[config.mk]
export PLATFORM = sky130hd
export DESIGN_NAME = pipe_mdu_ctl
export DESIGN_NICKNAME = d
export VERILOG_FILES = /design/src/rtl/pipe_mdu_pkg.sv /design/src/rtl/mdu_step.sv /design/src/rtl/pipe_mdu_ctl.sv
export SDC_FILE = /design/constraint.sdc
export NUM_CORES = 1
export LEC_CHECK = 0
export BUFFER_PORTS_ARGS = -buffer_cell sky130_fd_sc_hd__buf_2
export CAP_MARGIN = 20
export CORE_MARGIN = 1
export CORE_UTILIZATION = 25
export CTS_CLUSTER_SIZE = 40
export DETAILED_ROUTE_END_ITERATION = 8
export REMOVE_ABC_BUFFERS = 1
export SLEW_MARGIN = 0
export SYNTH_ARGS = -nofsm -noshare
export SYNTH_HDL_FRONTEND = slang
export SYNTH_HIERARCHICAL = 1
export SYNTH_SLANG_ARGS = --single-unit
[constraint.sdc]
create_clock -name clock -period 9.5 [get_ports clock]
set_input_delay 0.475 -clock clock [delete_from_list [all_inputs] [get_ports clock]]
set_output_delay 0.475 -clock clock [all_outputs]
set_load 0.05 [all_outputs]
[src/rtl/pipe_mdu_pkg.sv]
// Shared encodings and defaults for the multiply/divide sequencer.
package pipe_mdu_pkg;

    localparam int XLEN_DEF = 32;
    localparam int CNTW_DEF = 6;

    typedef enum logic [2:0] {
        MDOP_NONE  = 3'd0,
        MDOP_MULT  = 3'd1,
        MDOP_MULTU = 3'd2,
        MDOP_DIV   = 3'd3,
        MDOP_DIVU  = 3'd4,
        MDOP_MTHI  = 3'd5,
        MDOP_MTLO  = 3'd6,
        MDOP_RSVD  = 3'd7
    } mdop_e;

    typedef enum logic [1:0] {
        ST_IDLE = 2'd0,
        ST_RUN  = 2'd1,
        ST_DONE = 2'd2
    } state_e;

endpackage

[src/rtl/mdu_step.sv]
// One radix-2 iteration: shift-add multiply or restoring divide on a 2*XLEN accumulator.
module mdu_step #(
    parameter int XLEN = 32
) (
    input  logic [2*XLEN-1:0] acc,
    input  logic [XLEN-1:0]   opnd,
    input  logic              div_mode,
    output logic [2*XLEN-1:0] acc_next
);

    logic [XLEN:0]   sum;
    logic [2*XLEN:0] sh;
    logic [XLEN:0]   diff;

    always_comb begin
        sum      = {1'b0, acc[2*XLEN-1:XLEN]} + (acc[0] ? {1'b0, opnd} : '0);
        sh       = {acc, 1'b0};
        diff     = sh[2*XLEN:XLEN] - {1'b0, opnd};
        acc_next = {sum, acc[XLEN-1:1]};
        // Divide: a borrow out of the trial subtraction restores the shifted remainder
        if (div_mode) begin
            acc_next = diff[XLEN] ? sh[2*XLEN-1:0] : {diff[XLEN-1:0], sh[XLEN-1:1], 1'b1};
        end
    end

endmodule

[src/rtl/pipe_mdu_ctl.sv]
// Multi-cycle MUL/DIV sequencer owning HI/LO; stalls IF/ID/EXE while iterating.
// Optional MDU_EARLY_TERM_EN: multiplies stop once the remaining multiplier bits are zero.
module pipe_mdu_ctl
    import pipe_mdu_pkg::*;
#(
    parameter int XLEN = XLEN_DEF,
    parameter int CNTW = CNTW_DEF
) (
    input  logic            clock,
    input  logic            resetn,
    input  logic [2:0]      emdop,
    input  logic [XLEN-1:0] ea,
    input  logic [XLEN-1:0] eb,
    input  logic            ecancel,
    output logic            stall,
    output logic            busy,
    output logic [XLEN-1:0] hi,
    output logic [XLEN-1:0] lo
);

    mdop_e             op;
    state_e            state;
    logic [CNTW-1:0]   cnt;
    logic [2*XLEN-1:0] acc, acc_next, acc_fin;
    logic [XLEN-1:0]   opnd, mag_a, mag_b;
    logic              div_mode, neg_q, neg_r;
    logic              is_md, is_div, is_sgn, start, last;

    function automatic logic [XLEN-1:0] sfix(input logic neg, input logic [XLEN-1:0] v);
        return neg ? -v : v;
    endfunction

    function automatic logic [2*XLEN-1:0] sfix2(input logic neg, input logic [2*XLEN-1:0] v);
        return neg ? -v : v;
    endfunction

    assign op     = mdop_e'(emdop);
    assign is_md  = op inside {MDOP_MULT, MDOP_MULTU, MDOP_DIV, MDOP_DIVU};
    assign is_div = (op == MDOP_DIV) || (op == MDOP_DIVU);
    assign is_sgn = (op == MDOP_MULT) || (op == MDOP_DIV);
    assign mag_a  = (is_sgn && ea[XLEN-1]) ? -ea : ea;
    assign mag_b  = (is_sgn && eb[XLEN-1]) ? -eb : eb;
    assign start  = (state == ST_IDLE) && is_md && !ecancel;
    assign stall  = start || ((state == ST_RUN) && !ecancel);

`ifdef MDU_EARLY_TERM_EN
    logic [XLEN-1:0] mreg;

    always_ff @(posedge clock) begin
        if (start) begin
            mreg <= mag_b;
        end else if (state == ST_RUN) begin
            mreg <= mreg >> 1;
        end
    end

    // Skipped iterations would only shift, so the final cycle applies them all at once
    assign last    = (cnt == CNTW'(1)) || (!div_mode && ((mreg >> 1) == '0));
    assign acc_fin = acc_next >> (cnt - CNTW'(1));
`else
    assign last    = (cnt == CNTW'(1));
    assign acc_fin = acc_next;
`endif

    mdu_step #(.XLEN(XLEN)) u_step (
        .acc      (acc),
        .opnd     (opnd),
        .div_mode (div_mode),
        .acc_next (acc_next)
    );

    always_ff @(posedge clock) begin
        if (start) begin
            div_mode <= is_div;
            neg_q    <= is_sgn && (ea[XLEN-1] ^ eb[XLEN-1]);
            neg_r    <= is_sgn && is_div && ea[XLEN-1];
            acc      <= {{XLEN{1'b0}}, is_div ? mag_a : mag_b};
            opnd     <= is_div ? mag_b : mag_a;
        end else if (state == ST_RUN) begin
            acc <= acc_next;
        end
    end

    always_ff @(posedge clock or negedge resetn) begin
        if (!resetn) begin
            state <= ST_IDLE;
            cnt   <= '0;
            busy  <= 1'b0;
            hi    <= '0;
            lo    <= '0;
        end else begin
            case (state)
                ST_IDLE: begin
                    if (start) begin
                        state <= ST_RUN;
                        cnt   <= CNTW'(XLEN);
                        busy  <= 1'b1;
                    end else if (!ecancel && op == MDOP_MTHI) begin
                        hi <= ea;
                    end else if (!ecancel && op == MDOP_MTLO) begin
                        lo <= ea;
                    end
                end
                ST_RUN: begin
                    if (ecancel) begin
                        state <= ST_IDLE;
                        busy  <= 1'b0;
                        cnt   <= '0;
                    end else if (last) begin
                        state <= ST_DONE;
                        busy  <= 1'b0;
                        cnt   <= '0;
                        if (div_mode) begin
                            lo <= sfix(neg_q, acc_fin[XLEN-1:0]);
                            hi <= sfix(neg_r, acc_fin[2*XLEN-1:XLEN]);
                        end else begin
                            {hi, lo} <= sfix2(neg_q, acc_fin);
                        end
                    end else begin
                        cnt <= cnt - CNTW'(1);
                    end
                end
                ST_DONE: begin
                    state <= ST_IDLE;
                end
                default: begin
                    state <= ST_IDLE;
                    busy  <= 1'b0;
                end
            endcase
        end
    end

endmodule

==> results.rst, run 1 <==
.. list-table::
   :header-rows: 1

   * - Metric
     - Value
   * - Worst setup path category
     - reg -> reg
   * - Total cell area at the placement stage
     - 16400 um^2
   * - Synthesis-to-layout area growth
     - 13.6%
   * - Outcome
     - complete, no violations
   * - Lkg Pwr
     - 0.00707 uW
   * - Endpoint of the worst hold path
     - cnt[5]
   * - Setup violation total in the final timing report
     - 0
   * - Final #Nets
     - 2104
   * - Top Layer Used
     - met4
   * - Total met3 wirelength after detailed routing
     - 3490 um
   * - Die boundary height
     - 247 um
   * - Number of antenna-violating nets in the routed design
     - 0
   * - Fillcell total
     - 6345
   * - Warnings, synthesis
     - 6
   * - Maximum number of pins on one net before global-route repair
     - 83
   * - Sequential cell area
     - ~4500 um^2
   * - Clk Latency, worst-skew pair
     - 0.47 ns
   * - Area of combinational cells with multiple inputs
     - 9910 um^2
   * - Clock-pin slew of the registers on the worst-case setup and hold paths
     - 0.07 ns
   * - Start point of the critical path
     - acc[31]
   * - Number of hold-slack violations in the final timing report
     - 0
   * - Vias in the first global route
     - 14.2k
   * - Area of the mapped netlist
     - 15000 um^2
   * - Clock tree from TritonCTS
     - yes
   * - CTS root buffer
     - clkbuf_16
   * - Synthesized area divided by synthesized cell count
     - 7.96 um^2
   * - Startpoint of the most critical register-to-register path
     - acc[31]
   * - Crit path max-delay family
     - compound AO/OA/AOI/OAI gates
   * - Average via count per standard cell
     - 5.38
   * - Number of cells on the worst reg-to-reg path
     - 22
   * - Worst VDD drop
     - 176 uV
   * - Number of storage elements in the synthesis netlist
     - 172
   * - Cells along the critical path
     - inv_1 > ha_1 > fa_1 > nand2b_1 > a21o_1 > a211oi_1 > a31oi_1 > o21ai_1 > a21oi_1 > a31oi_1 > xnor2_2 > buf_4 > a21oi_1 > inv_1 > ha_1 > nor3b_1 > nand4_1 > nor4_1 > a31oi_1 > xor2_1 > nor2_1 > o31ai_1
   * - First-pass GRT wire length
     - 85000 um
   * - Top cell type's share of synthesized area
     - 0.134
   * - Critical-path top delay cell
     - nor4_1
   * - Largest fanout on the critical path
     - 32
   * - Core Region
     - approximately 59000 um^2
   * - Layout Cells excl Fill
     - around 2.7k
   * - Required @ worst endpoint
     - 9.87 ns
   * - Final design area excluding fillers
     - 17000 um^2
   * - Critical Path End Type
     - flip-flop
   * - Worst hold slack
     - 0.323 ns
   * - Number of remaining DRC errors
     - 0
   * - Initial antenna violation count
     - 3
   * - Die Area
     - between 60000 and 70000 um^2
   * - Number of I/O pins
     - 136
   * - Worst setup slack for register-to-register paths
     - between 3 and 4 ns
   * - Total Wirelength
     - 56400 um
   * - Setup slack of the critical path after layout
     - 3.02 ns
   * - Post-Syn Instances
     - ~1.9k
   * - Detailed-routed wire length on met2
     - 26500 um
   * - Most area-consuming cells after synthesis
     - edfxtp_1, dfrtp_1, nand2_1
   * - Most numerous cell types in the synthesized netlist
     - nand2_1, nor2_1, a21oi_1, o21ai_0, xor2_1
   * - Setup clock skew after layout
     - 0.0169 ns
   * - Total CTS buffers
     - 17
   * - Destination of the worst register-to-register timing path
     - hi[10]
   * - Startpoint of the worst hold path
     - ecancel
   * - DR iter-0 viols
     - 1403
   * - Proportion of synthesized chip area in sequential cells
     - 0.299
   * - Overall via count from detail_route
     - 14.8k
   * - Overall global routing resource usage
     - 0.183
   * - Pin slew with the least headroom to its limit
     - 1.03 ns
   * - # H-tree levels
     - 4
   * - Final routed wire length divided by cell count
     - 20.5 um
   * - Final count of pins violating max slew
     - 0
   * - Startpoint types
     - flip-flop
   * - Max-slew headroom at the worst pin
     - 0.313
   * - Number of enable flip-flop cells after synthesis
     - 67
   * - Min Clock Period, post-route
     - about 6.5 ns
   * - Placed Instances
     - 2715
   * - Worst path buffer plus inverter count
     - 3
   * - Worst Path Arrival
     - 6.85 ns
   * - Number of clock sinks
     - 172
   * - Fraction of final layout cells with drive strength greater than 1
     - 0.127
   * - Initial cell density of the core
     - 0.253
   * - Timing-limited maximum frequency
     - between 150 and 200 MHz
   * - CP dominant cell by count
     - a31oi_1
   * - Async S/R FF share, synth
     - 0.424
   * - Post-route fraction of the period consumed by the critical path
     - 0.682
   * - Pre-antenna DRT Iters
     - 5
   * - Cell type with the largest total area after synthesis
     - edfxtp_1
   * - Most instantiated flip-flop cell in the synthesis netlist
     - dfrtp_1
   * - Total of max-cap violations
     - 0
   * - Worst hold path depth
     - 2
   * - RePlAce Congestion
     - ~0.94
   * - Die Span X
     - 247 um
   * - Path category of the worst min-delay check
     - in -> reg
   * - Core Rows
     - 89
   * - Input/output buffers
     - 135
   * - Metal-1 WL
     - 24300 um
   * - Unrepaired setup endpoints after global routing
     - no
   * - Count of cell types in the netlist
     - 77
   * - Dpl hpwl
     - 43700 um
   * - Longest Clk Path Bufs
     - 2
   * - Post-CTS setup repair buffer count
     - 0
   * - Final antenna diode count
     - 0
   * - Total negative slack for setup checks
     - 0 ns
   * - Delay of the slowest cell on the worst path
     - 0.69 ns
   * - Most frequent cell after synthesis
     - nand2_1
   * - Remaining global-route overflow
     - 0
   * - Worst slack at placement
     - 3.05 ns
   * - Power density cells
     - around 310 nW/um^2
-- final cells by class --
| cell class | count | share of cell area |
|---|---|---|
| Clock inverter | 12 | 0.00728 |
| Clock buffer | 19 | 0.0254 |
| Timing Repair Buffer | 158 | 0.0502 |
| Sequential cell | 172 | 0.263 |
| Inverter | 65 | 0.0143 |
| Tap cell | 773 | 0.0568 |
| Multi-Input combinational cell | 1548 | 0.583 |
-- kinds of logic (layout without fill, tap and decap cells) --
group | count (synthesis) | count (layout) | share of synthesized area
xor+xnor | 173 | 173 | 0.101
fa+ha+maj | 72 | 72 | 0.0612
simple gates | 711 | 711 | 0.225
flops | 172 | 172 | 0.299
compound gates | 513 | 513 | 0.217
mux | 79 | 79 | 0.0557
buf+inv | 162 | 254 | 0.0411
-- layer usage --
metal / vias to the layer above / GRT usage
li1: 6979 / -
met1: 7099 / 0.234
met2: 600 / 0.303
met3: 97 / 0.0276
met4: 0 / 0.0822
met5: - / 0
-- registers in the layout, indices dropped and copies added, names as in the netlist --
| signal | cells |
|---|---|
| hi | 32 |
| cnt | 6 |
| state | 2 |
| div_mode | 1 |
| busy | 1 |
| opnd | 32 |
| acc | 64 |
| neg_q | 1 |
| neg_r | 1 |
| lo | 32 |
-- through the flow --
stage / total power [uW] / util
floorplan: 3580 / -
global placement: 4500 / 0.278
detailed placement: 4520 / 0.278
CTS: 5250 / 0.288
global route: 5590 / 0.288
finish: 5280 / 0.288
-- placed cells by master (no fill, tap or decap), drive strengths merged, types with 11 or more instances in the layout --
master,instances
o211ai,13
buf,157
nand2,241
nand2b,17
clkbuf,19
nor4,27
nand4,20
o21ai,113
dfrtp,73
xor2,89
clkinv,11
xnor2,84
mux2i,44
or4,20
nand3,44
a31oi,23
dfxtp,32
a211oi,11
a21oi,175
inv,64
o221ai,28
o31ai,40
nor2b,21
a21o,28
or3,17
ha,70
nor2,188
and2,41
mux2,35
edfxtp,67
a221oi,12
nor3,43
-- report_power, final --
| part | internal [uW] | total [uW] | switching, uW |
|---|---|---|---|
| combinational | 1060 | 3250 | 2180 |
| sequential | 1070 | 1320 | 254 |
| clock | 384 | 709 | 325 |
| total | 2520 | 5280 | 2760 |
-- timing repair --
item,CTS,global route
hold buffers,1,0
hold endpoints to repair,16,0
resized for setup,0,0
-- worst max path at each step --
stage | to | cells after the start
CTS | hi[10] | 22
global route | hi[10] | 22
global placement | hi[10] | 22
detailed placement | hi[10] | 22
floorplan | hi[23] | 19
finish | hi[10] | 22
No activity file was read; power rests on OpenSTA's default activity.
==> run 2, diff against run 1 <==
- clock period: 9.5 -> 6.7 ns (I/O delays scaled with it)
==> run 2 against run 1 <==
  * Clock skew decreased by 0.0027 ns
  * Sequential power is 42% higher
  * Combinational power is 45% higher
  * Non-clock buffer count increased by 16
==> results.rst, run 2 (synthesis gave the netlist of run 1 again) <==
.. list-table::
   :header-rows: 1

   * - Metric
     - Value
   * - Area of combinational cells with multiple inputs
     - 9910 um^2
   * - Clk Latency, worst-skew pair
     - 0.47 ns
   * - Power Total
     - 7550 uW
   * - Most frequent standard cell in the layout excluding fill and tap cells
     - nand2_1
   * - Lkg Pwr
     - 0.00713 uW
   * - Post-CTS setup repair buffer count
     - 0
   * - Clock tree from TritonCTS
     - yes
   * - Required @ worst endpoint
     - 7.04 ns
   * - Setup clock skew after layout
     - 0.0142 ns
   * - # H-tree levels
     - 4
   * - Worst Path Arrival
     - approximately 6.5 ns
   * - Biggest register
     - acc
   * - Core Rows
     - about 90
   * - Sequential cell area
     - 4480 um^2
   * - RePlAce Congestion
     - 0.935
   * - Setup slack of the critical path after layout
     - between 0.5 and 0.6 ns
   * - Critical-path top delay cell
     - nor4_1
   * - Clock share of power
     - 0.131
   * - Part of the power in registers
     - 0.247
   * - Number of remaining DRC errors
     - 0
   * - Number of hold-slack violations in the final timing report
     - 0
   * - Power density cells
     - 441 nW/um^2
   * - DR iter-0 viols
     - 1320
   * - Cells along the critical path
     - inv_1 > ha_1 > fa_1 > nand2b_1 > a21o_1 > a211oi_1 > a31oi_1 > o21ai_1 > a21oi_1 > a31oi_1 > xnor2_2 > a21oi_1 > inv_1 > ha_1 > nor3b_1 > buf_4 > nand4_1 > nor4_1 > a21oi_1 > o21ai_1 > xor2_1 > o22ai_1
   * - Timing-limited maximum frequency
     - 163 MHz
   * - Total Wirelength
     - 57500 um
   * - Largest fanout on the critical path
     - 9
   * - Dpl hpwl
     - 45100 um
   * - Final count of pins violating max slew
     - 0
   * - Overall global routing resource usage
     - 0.188
   * - Path category of the worst min-delay check
     - in -> reg
   * - Number of cells on the worst reg-to-reg path
     - 22
   * - Switching share of power
     - 0.525
   * - Initial antenna violation count
     - 1
   * - Worst VDD drop
     - 267 uV
   * - Max-slew headroom at the worst pin
     - 0.226
   * - Total of max-cap violations
     - 0
   * - Synthesis-to-layout area growth
     - 14.4%
   * - Die boundary height
     - 247 um
   * - Die Area
     - 60900 um^2
   * - Longest Clk Path Bufs
     - 2
   * - Worst setup path category
     - reg -> reg
   * - Average via count per standard cell
     - 5.43
   * - Clock-pin slew of the registers on the worst-case setup and hold paths
     - 0.07 ns
   * - Final antenna diode count
     - 0
   * - Critical Path End Type
     - flip-flop
   * - Fraction of final layout cells with drive strength greater than 1
     - 0.134
   * - Pre-antenna DRT Iters
     - 6
   * - Setup violation total in the final timing report
     - 0
   * - Flip-flop count of the largest register after layout
     - 64
   * - Startpoint of the most critical register-to-register path
     - acc[31]
   * - Worst setup slack for register-to-register paths
     - 0.55 ns
   * - Maximum number of pins on one net before global-route repair
     - 60
   * - Fillcell total
     - 6313
   * - Startpoint of the worst hold path
     - ecancel
   * - Logic gate share of total power
     - 0.622
   * - CP dominant cell by count
     - a21oi_1
   * - Startpoint types
     - flip-flop
   * - Worst path buffer plus inverter count
     - 3
   * - First-pass GRT wire length
     - 87400 um
   * - Post-route fraction of the period consumed by the critical path
     - 0.918
   * - Internal power consumption
     - 3590 uW
   * - Start point of the critical path
     - acc[31]
   * - Min Clock Period, post-route
     - 6.15 ns
   * - Overall via count from detail_route
     - between 15k and 20k
   * - Post_cts resized
     - 0
   * - Endpoint of the worst hold path
     - cnt[1]
   * - Delay of the slowest cell on the worst path
     - ~0.95 ns
   * - CTS root buffer
     - clkbuf_16
   * - Initial cell density of the core
     - 0.253
   * - Number of clock sinks
     - around 170
   * - Number of I/O pins
     - roughly 140
   * - Input/output buffers
     - roughly 140
   * - Pin slew with the least headroom to its limit
     - 1.15 ns
   * - Final #Nets
     - 2120
   * - Core Region
     - 59100 um^2
   * - Remaining global-route overflow
     - 0
   * - Die Span X
     - ~250 um
   * - Total CTS buffers
     - 17
   * - Outcome
     - complete, no violations
   * - Number of hold-repair buffers added at the cts stage
     - 1
   * - Number of antenna-violating nets in the routed design
     - 0
   * - Final routed wire length divided by cell count
     - 20.8 um
   * - Switching pwr
     - roughly 4000 uW
   * - Worst slack at placement
     - 0.680 ns
   * - Top library cells by usage in the layout, fill and taps aside
     - nand2_1, nor2_1, a21oi_1, buf_2, o21ai_0
   * - Worst hold path depth
     - 2
   * - Destination of the worst register-to-register timing path
     - hi[18]
   * - Unrepaired setup endpoints after global routing
     - no
   * - Vias in the first global route
     - ~14k
   * - Crit path max-delay family
     - compound AO/OA/AOI/OAI gates
[run 2: stage by stage]
stage | cells | utilization | cell area (um^2) | hold WS [ns] | setup TNS, ns
after CTS | 2763 | 0.290 | 17100 | 0.172 | 0
final | 2764 | 0.290 | 17100 | 0.195 | 0
after global placement | 2730 | 0.280 | 16600 | 0.302 | 0
after global routing | 2764 | 0.290 | 17100 | 0.203 | 0
after detailed placement | 2730 | 0.280 | 16600 | 0.312 | 0
after floorplan | 1785 | - | 14600 | 0.0394 | -0.432
[run 2: layout make-up]
cell class / count / area share
multi-input combinational: 1548 / 0.579
timing repair buffer: 174 / 0.0567
clock buffer: 20 / 0.0255
inverter: 65 / 0.0142
tap: 773 / 0.0565
clock inverter: 12 / 0.00679
sequential: 172 / 0.262
[run 2: worst register-to-register path: stages, from the launching register on]
cell      delay [ns]
edfxtp_1        0.35
inv_1           0.06
ha_1            0.22
fa_1            0.42
nand2b_1        0.21
a21o_1          0.20
a211oi_1        0.32
a31oi_1         0.25
o21ai_1         0.19
a21oi_1         0.10
a31oi_1         0.23
xnor2_2         0.33
a21oi_1         0.34
inv_1           0.12
ha_1            0.19
nor3b_1         0.31
buf_4           0.19
nand4_1         0.17
nor4_1          0.95
a21oi_1         0.32
o21ai_1         0.24
xor2_1          0.23
o22ai_1         0.11
[run 2: layer usage]
metal	share of wire	vias up	wire length, um	global-route usage
met5	0.00023	-	13	0
met4	0.043	2	2450	0.0888
met3	0.057	126	3310	0.0253
met2	0.47	626	26800	0.308
met1	0.43	7252	25000	0.242
li1	-	7001	-	-
[run 2: how the worst max path moves through the flow]
| stage | endpoint | slack, ns | cells after the start |
|---|---|---|---|
| 5_1_grt | hi[18] | 0.31 | 22 |
| 6_report | hi[18] | 0.55 | 22 |
| 3_5_place_dp | hi[18] | 0.68 | 21 |
| 2_1_floorplan | hi[23] | -0.15 | 19 |
| 3_3_place_gp | hi[18] | 0.68 | 22 |
| 4_1_cts | hi[18] | 0.64 | 22 |
[run 2: power by group through the flow]
stage                     logic [uW]  registers, uW  clock network [uW]
after floorplan                 2650           2430                   0
after global placement          4590           1880                   0
after detailed placement        4610           1890                   0
after CTS                       4640           1870                 999
after global routing            5060           1910                1030
final                           4700           1870                 992
